==> config.mk <==
export PLATFORM = sky130hd
export DESIGN_NAME = cnn_layer_sched
export DESIGN_NICKNAME = d
export VERILOG_FILES = /design/src/rtl/cnn_pkg.sv /design/src/rtl/cnn_idx_walker.sv /design/src/rtl/cnn_layer_sched.sv
export SDC_FILE = /design/constraint.sdc
export NUM_CORES = 1
export LEC_CHECK = 0
export CORE_ASPECT_RATIO = 0.8
export CORE_MARGIN = 1
export CORE_UTILIZATION = 50
export CTS_CLUSTER_SIZE = 40
export DETAILED_ROUTE_END_ITERATION = 10
export PLACE_DENSITY = 0.7
export SLEW_MARGIN = 20
export SYNTH_ARGS = -nofsm -noshare
export SYNTH_HDL_FRONTEND = slang
export SYNTH_SLANG_ARGS = --single-unit
==> constraint.sdc <==
create_clock -name clk -period 6.7 [get_ports clk]
set_input_delay 0.67 -clock clk [delete_from_list [all_inputs] [get_ports clk]]
set_output_delay 0.67 -clock clk [all_outputs]
set_load 0.05 [all_outputs]
==> src/rtl/cnn_pkg.sv <==
`default_nettype none
// ============================================================================
// Module      : cnn_pkg
// Description : Shared geometry constants and scheduler state encoding.
// Revision    : 1.0 - initial release
// ============================================================================
package cnn_pkg;

  localparam int IMG        = 28;
  localparam int KSZ        = 5;
  localparam int OUT        = IMG - KSZ + 1;
  localparam int NKER       = 8;
  localparam int NCLS       = 10;
  localparam int CONV_JOBS  = NKER * OUT * OUT;
  localparam int ROW_STRIDE = 896;
  localparam int PIX_W      = 32;

  typedef enum logic [2:0] {
    S_IDLE       = 3'd0,
    S_CONV       = 3'd1,
    S_CONV_DRAIN = 3'd2,
    S_FC         = 3'd3,
    S_FC_DRAIN   = 3'd4,
    S_DONE       = 3'd5
  } sched_state_t;

endpackage
`default_nettype wire

==> src/rtl/cnn_idx_walker.sv <==
`default_nettype none
// ============================================================================
// Module      : cnn_idx_walker
// Description : Nested col/row/kernel wrap counter with registered window base.
// Revision    : 1.0 - initial release
// ============================================================================
module cnn_idx_walker
  import cnn_pkg::*;
(
  input  logic        clk,
  input  logic        rst,
  input  logic        clr,
  input  logic        adv,
  output logic [2:0]  kernel,
  output logic [4:0]  row,
  output logic [4:0]  col,
  output logic [14:0] base,
  output logic        last
);

  logic        w_col_wrap;
  logic        w_row_wrap;
  logic [2:0]  w_kernel_n;
  logic [4:0]  w_row_n;
  logic [4:0]  w_col_n;
  logic [14:0] w_base_n;

  always_comb begin
    w_col_wrap = (col == 5'(OUT - 1));
    w_row_wrap = (row == 5'(OUT - 1));
    w_col_n    = w_col_wrap ? 5'd0 : col + 5'd1;
    w_row_n    = row;
    w_kernel_n = kernel;
    if (w_col_wrap) begin
      w_row_n = w_row_wrap ? 5'd0 : row + 5'd1;
      if (w_row_wrap)
        w_kernel_n = (kernel == 3'(NKER - 1)) ? 3'd0 : kernel + 3'd1;
    end
    // 896*row as 512+256+128, 32*col as a shift
    w_base_n = (15'(w_row_n) << 9) + (15'(w_row_n) << 8) + (15'(w_row_n) << 7)
             + (15'(w_col_n) << 5);
    last     = (kernel == 3'(NKER - 1)) && w_row_wrap && w_col_wrap;
  end

  always_ff @(posedge clk or negedge rst) begin
    if (!rst) begin
      kernel <= 3'd0;
      row    <= 5'd0;
      col    <= 5'd0;
      base   <= 15'd0;
    end else if (clr) begin
      kernel <= 3'd0;
      row    <= 5'd0;
      col    <= 5'd0;
      base   <= 15'd0;
    end else if (adv) begin
      kernel <= w_kernel_n;
      row    <= w_row_n;
      col    <= w_col_n;
      base   <= w_base_n;
    end
  end

endmodule
`default_nettype wire

==> src/rtl/cnn_layer_sched.sv <==
`default_nettype none
// ============================================================================
// Module      : cnn_layer_sched
// Description : Sequences conv jobs then FC jobs under a per-phase credit limit.
// Revision    : 1.0 - initial release
// ============================================================================
module cnn_layer_sched
  import cnn_pkg::*;
#(
  parameter int MAX_OUT = 4
) (
  input  logic        clk,
  input  logic        rst,
  input  logic        start,
  output logic        busy,
  output logic        done,
  output logic        err,
  output logic        conv_valid,
  input  logic        conv_ready,
  output logic [2:0]  conv_kernel,
  output logic [4:0]  conv_row,
  output logic [4:0]  conv_col,
  output logic [14:0] conv_base,
  input  logic        conv_res_valid,
  output logic        fc_valid,
  input  logic        fc_ready,
  output logic [3:0]  fc_neuron,
  input  logic        fc_res_valid
);

  sched_state_t r_state, w_state_n;
  logic [12:0]  r_conv_out, r_conv_ret, r_fc_out;
  logic [3:0]   r_fc_ret, r_fc_idx;
  logic         r_err;
  logic         w_start_acc, w_conv_hs, w_fc_hs, w_conv_last;
  logic         w_conv_ok, w_fc_ok, w_conv_bad, w_fc_bad;

  cnn_idx_walker u_walker (
    .clk    (clk),
    .rst    (rst),
    .clr    (w_start_acc),
    .adv    (w_conv_hs),
    .kernel (conv_kernel),
    .row    (conv_row),
    .col    (conv_col),
    .base   (conv_base),
    .last   (w_conv_last)
  );

  always_comb begin
    w_state_n   = r_state;
    w_start_acc = start && (r_state == S_IDLE);
    // credit is judged on the registered count only, so a same-cycle return never opens it
    conv_valid  = (r_state == S_CONV) && (r_conv_out < 13'(MAX_OUT));
    fc_valid    = (r_state == S_FC) && (r_fc_out < 13'(MAX_OUT));
    w_conv_hs   = conv_valid && conv_ready;
    w_fc_hs     = fc_valid && fc_ready;
    w_conv_ok   = conv_res_valid && (r_conv_out != 13'd0)
                  && ((r_state == S_CONV) || (r_state == S_CONV_DRAIN));
    w_fc_ok     = fc_res_valid && (r_fc_out != 13'd0)
                  && ((r_state == S_FC) || (r_state == S_FC_DRAIN));
    w_conv_bad  = conv_res_valid && !w_conv_ok;
    w_fc_bad    = fc_res_valid && !w_fc_ok;
    unique case (r_state)
      S_IDLE:       if (w_start_acc) w_state_n = S_CONV;
      S_CONV:       if (w_conv_hs && w_conv_last) w_state_n = S_CONV_DRAIN;
      S_CONV_DRAIN: if ((r_conv_ret + 13'(w_conv_ok)) == 13'(CONV_JOBS)) w_state_n = S_FC;
      S_FC:         if (w_fc_hs && (r_fc_idx == 4'(NCLS - 1))) w_state_n = S_FC_DRAIN;
      S_FC_DRAIN:   if ((r_fc_ret + 4'(w_fc_ok)) == 4'(NCLS)) w_state_n = S_DONE;
      S_DONE:       w_state_n = S_IDLE;
      default:      w_state_n = S_IDLE;
    endcase
  end

  always_ff @(posedge clk or negedge rst) begin
    if (!rst) begin
      r_state    <= S_IDLE;
      r_conv_out <= 13'd0;
      r_conv_ret <= 13'd0;
      r_fc_out   <= 13'd0;
      r_fc_ret   <= 4'd0;
      r_fc_idx   <= 4'd0;
      r_err      <= 1'b0;
    end else begin
      r_state <= w_state_n;
      if (w_start_acc) begin
        r_conv_out <= 13'd0;
        r_conv_ret <= 13'd0;
        r_fc_out   <= 13'd0;
        r_fc_ret   <= 4'd0;
        r_fc_idx   <= 4'd0;
        r_err      <= 1'b0;
      end else begin
        r_conv_out <= r_conv_out + 13'(w_conv_hs) - 13'(w_conv_ok);
        r_conv_ret <= r_conv_ret + 13'(w_conv_ok);
        r_fc_out   <= r_fc_out + 13'(w_fc_hs) - 13'(w_fc_ok);
        r_fc_ret   <= r_fc_ret + 4'(w_fc_ok);
        if (w_fc_hs)
          r_fc_idx <= r_fc_idx + 4'd1;
        if (w_conv_bad || w_fc_bad)
          r_err <= 1'b1;
      end
    end
  end

  assign busy      = (r_state != S_IDLE);
  assign done      = (r_state == S_DONE);
  assign err       = r_err;
  assign fc_neuron = r_fc_idx;

endmodule
`default_nettype wire

Word level (Yosys, flattened, before mapping)
Cells that the tools add are included.
Cells by class
  add/sub/neg operators: 13
  magnitude comparators: 2
  equal/unequal tests: 16
  multiplexer cells: 28
  reduce and logical (&&, ||, !) cells: 31
Operators with widths (number)
  $add 13x1->13: 3
  $mux 13: 3
  $mux 5: 7
  $mux 15: 2
  $mux 3: 10
  $lt 13x3->1 const B: 2
  $reduce_bool 13->1: 2
  $sub 13x1->13: 2
  $add 14x13->15: 1
  $add 15x10->15: 1
  $add 15x12->15: 1
  $logic_and 1x1->1: 15
  $pmux 3 s5: 1
  $eq 13x13->1 const B: 1
  $mux 4: 3
  $add 5x1->5 const B: 2
  $eq 5x5->1 const B: 2
  $ne 2x1->1 const B: 5
  $reduce_bool 2->1: 5
  $eq 3x3->1 const B: 3
  $eq 4x4->1 const B: 2
  $eq 3x2->1 const B: 2
  $reduce_and 5->1: 1
  $add 4x1->4: 1
  other kinds (9): 13
Storage, ports and cells
  register bits: 79
  output and inout bits: 37
  word-level logic and storage cells: 101

Longest topological paths before layout
  word-level depth: 8
  mapped depth: 18

By module
A second synthesis with hierarchy kept.
Second synthesis, totals
  cells, all modules: 582
  area, all modules: 5350.1 um^2
By module, submodules not included
  cnn_layer_sched: instances 1, cells an instance 415, area each 3747.3 um^2, seq. area each 1276.2 um^2
  cnn_idx_walker: instances 1, cells an instance 167, area each 1602.8 um^2, seq. area each 525.5 um^2

Worst setup path after synthesis
OpenSTA, ideal clock, no wires.
  path type: reg-to-reg
  start point: reg u_walker.base[5] (netlist name)
  end point: reg u_walker.base[14]
  setup time: 0.134 ns
  arrival: 3.898 ns
  required time: 6.566 ns
  setup slack: 2.668 ns
  cell stages (with the launch flop): 15
  period minus slack after synthesis: 4.032 ns
  cells stage by stage: dfrtp_1 ha_1 nand2_1 nor3b_2 nand4_1 mux2i_1 inv_1 fa_1 ha_1 ha_1 a21oi_1 o21bai_1 a21oi_1 xor2_1 o21ai_0
RTL lines
  end signal, assigned: RTL line cnn_idx_walker.sv:60  | base <= w_base_n;
  end, declared: RTL line cnn_idx_walker.sv:17  | output logic [14:0] base,

==> summary.md <==
| Metric | Value |
|---|---|
| Multi-input gate area | `0.00308 mm^2` |
| Highest clock rate | `245 MHz` |
| Slowest CP cell | `mux2i_1` |
| Vias/cell | `5.31` |
| Root Driver | `clkbuf_16` |
| Clock sink count | `72` |
| Gpl congestion | `0.832` |
| Nets | `approximately 700` |
| DPL Wire Length | `7970 um` |
| Setup violators final | `0` |
| Reg clk slew, reported paths | `0.06 ns` |
| Hold-fix buffers at CTS | `0` |
| CP max FO | `7` |
| Die X | `around 120 um` |
| Congestion Overflow GR | `0` |
| Dpl ws | `2.59 ns` |
| DRT Pass-1 Iters | `6` |
| Max-Cap Viols | `0` |
| Mapped cell area | `0.00526 mm^2` |
| Worst Setup End Kind | `flop` |
| Drc violations | `0` |
| Setup TNS | `0 ns` |
| PwrDens | `388 mW/mm^2` |
| Rows | `33` |
| Net Switching | `around 980 uW` |
| Port Buffers | `38` |
| Slew HR | `37.3%` |
| ANT nets after route | `0` |
| Sequential cell area fraction in the yosys report | `34.3%` |
| Gr usage total | `22.8%` |
| Fin crit period | `between 4 and 5 ns` |
| Peak VDD IR | `0.153 mV` |
| Register area | `0.00180 mm^2` |
| Total power | `2330 uW` |
| P_int | `1350 uW` |
| Slew Viols, Final | `0` |
| Worst-Margin Slew | `0.940 ns` |
| Clock power frac | `between 10% and 20%` |
| Die Y | `93.7 um` |
| Routed WL | `11200 um` |
| Worst Skew | `0.00495 ns` |
| Clock buffer depth | `2` |
| Crit Path Category | `flop to flop` |
| Setup Fix Bufs, Post-CTS | `0` |
| Initial antenna violation count | `0` |
| WP data required | `~6.9 ns` |
| CP cell instances | `ha_1 > nand2_1 > nor3b_2 > nand4_1 > mux2i_1 > inv_1 > fa_1 > ha_1 > ha_1 > a21oi_1 > o21bai_1 > a21oi_1 > xor2_1 > o21ai_0` |
| Post-synth top flop | `dfrtp_1` |
| Fin. Hold Viols | `0` |
| First-pass GRT wire length | `19100 um` |
| Leak | `between 0.002 and 0.003 uW` |
| Die area | `0.0109 mm^2` |
| TritonCTS Buffers | `9` |
| Detailed Route Iter0 Violations | `205` |
| Worst reg-to-reg path cell count | `14` |
| Register bit count reported by yosys | `between 70 and 80` |
| Slowest Stage Delay on Critical Path | `0.51 ns` |
| Antenna cells | `0` |
| WP depth | `14` |
| Routed WL per cell | `between 10 and 15 um` |
| Layout cells sized above 1 | `5.22%` |
| CP bufs+invs | `1` |
| I/O Pins | `44` |
| Post-layout util | `58.6%` |
| Status | `finished clean` |
| Vias | `4001` |
| Switch share | `42.2%` |
| Fill count | `906` |
| Area Overhead vs Synth | `14.2%` |
| Worst-Skew Late Latency | `between 0.3 and 0.4 ns` |
| Starting Density | `51.3%` |
| H-tree depth | `3` |
| Post-Syn Instances | `575` |
| Number of synthesized flops with an enable pin | `0` |
| Worst Hold Class | `input pin to asynchronous set/reset pin` |
| CP delay by family, top | `adder cells` |
| # resized after CTS | `0` |
| Pin count of the biggest net entering global routing | `73` |
| Avg Inst Size Synth | `around 9.1 um^2` |
| Post-synth ARST share | `100%` |
| Ys Warns | `0` |
| Power share of the sequential group | `26.5%` |
| Critical Path AT | `between 4 and 5 ns` |
| CP Launch Type | `flop` |
| CTS tree | `done` |
| Core Box Area | `0.0102 mm^2` |
| Vias in the first global route | `3965` |
| Most used cell, CP | `ha_1` |
| RSZ-0062 raised after global routing | `false` |
| Worst setup margin | `approximately 2.6 ns` |
| Combinational Power Share | `54.2%` |
| Cell variety after synth | `54` |
| Tcrit/Tclk final | `between 60% and 70%` |
==> power by group through the flow <==
stage	combinational, uW	sequential [uW]	clock (uW)
floorplan	967	628	0
global placement	1200	618	0
detailed placement	1240	623	0
CTS	1260	617	459
global route	1440	629	476
finish	1260	618	448
==> per-stage QoR <==
stage	cells	instance area (um^2)	hold slack, ns
after global placement	738	5730	0.487
final	753	6000	0.460
after floorplan	579	5270	0.374
after CTS	753	6000	0.503
after detailed placement	738	5730	0.491
after global routing	753	6000	0.536
==> area by class of cell <==
cell class                      instances  share of cell area [%]
Clock buffer                           12                    4.27
Sequential cell                        72                    30.0
Tap cell                              140                    2.92
Multi-Input combinational cell        412                    51.3
Clock inverter                          3                   0.292
Timing Repair Buffer                   41                    6.67
Inverter                               73                    4.56
==> path summary, 6_finish.rpt <==
path                              startpoint  slack, ns                 to
max in group asynchronous                rst       5.61      r_conv_ret[5]
min in group clk           u_walker.base[12]       0.50  u_walker.base[12]
min                                      rst       0.46       fc_neuron[2]
max reg2reg                 u_walker.base[5]       2.62  u_walker.base[14]
min reg2reg                u_walker.base[12]       0.50  u_walker.base[12]
max                         u_walker.base[5]       2.62  u_walker.base[14]
==> logic make-up (layout without fill, tap and decap cells) <==
logic type,Yosys count,in the layout,synth area share [%]
fa+ha+maj,83,83,21.0
simple gates,180,180,17.5
buf+inv,95,129,7.45
xor+xnor,30,30,5.00
compound gates,102,102,12.3
other cells,1,5,0.0713
mux,12,12,2.33
flops,72,72,34.3
==> worst register-to-register path, cell delays in order (launching register included) <==
cell	delay (ns)
dfrtp_1	0.42
ha_1	0.24
nand2_1	0.12
nor3b_2	0.43
nand4_1	0.19
mux2i_1	0.51
inv_1	0.18
fa_1	0.51
ha_1	0.30
ha_1	0.33
a21oi_1	0.23
o21bai_1	0.09
a21oi_1	0.17
xor2_1	0.15
o21ai_0	0.08
==> layout by cell type, fill, tap and decap left out, types with 10 or more instances in the layout <==
| cell | n |
|---|---|
| a21oi_1 | 33 |
| dfrtp_1 | 72 |
| inv_1 | 73 |
| nand2_1 | 27 |
| nand3_1 | 35 |
| o21ai_0 | 31 |
| ha_1 | 74 |
| xor2_1 | 15 |
| clkdlybuf4s50_1 | 37 |
| mux2i_1 | 10 |
| xnor2_1 | 15 |
| nor2_1 | 47 |
| and2_1 | 12 |
==> per-layer routing <==
layer / vias to the layer above / track usage, % / routed length (um)
li1: 2010 / - / -
met1: 1924 / 32.5 / 5630
met2: 58 / 34.2 / 5040
met3: 9 / 6.06 / 398
met4: 0 / 5.91 / 122
met5: - / 0 / 0
==> sequential cells by signal (all words and copies together), names as in the netlist <==
name / flops
u_walker.kernel: 3
err: 1
r_state: 3
r_conv_ret: 13
u_walker.col: 3
r_conv_out: 13
fc_neuron: 4
r_fc_ret: 4
r_fc_out: 13
u_walker.row: 5
u_walker.base: 10
==> synthesized netlist by cell type (all sizes together), types with 10 or more instances <==
cell type | number | area, um^2
ha | 74 | 926
inv | 73 | 274
dfrtp | 72 | 1800
nor2 | 47 | 176
nand3 | 35 | 175
a21oi | 33 | 165
o21ai | 31 | 155
nand2 | 27 | 101
xnor2 | 15 | 131
xor2 | 15 | 131
and2 | 13 | 82.6
buf | 12 | 80.1
clkbuf | 10 | 37.5
mux2i | 10 | 100
Note: power is estimated with default switching activity, not from simulation.
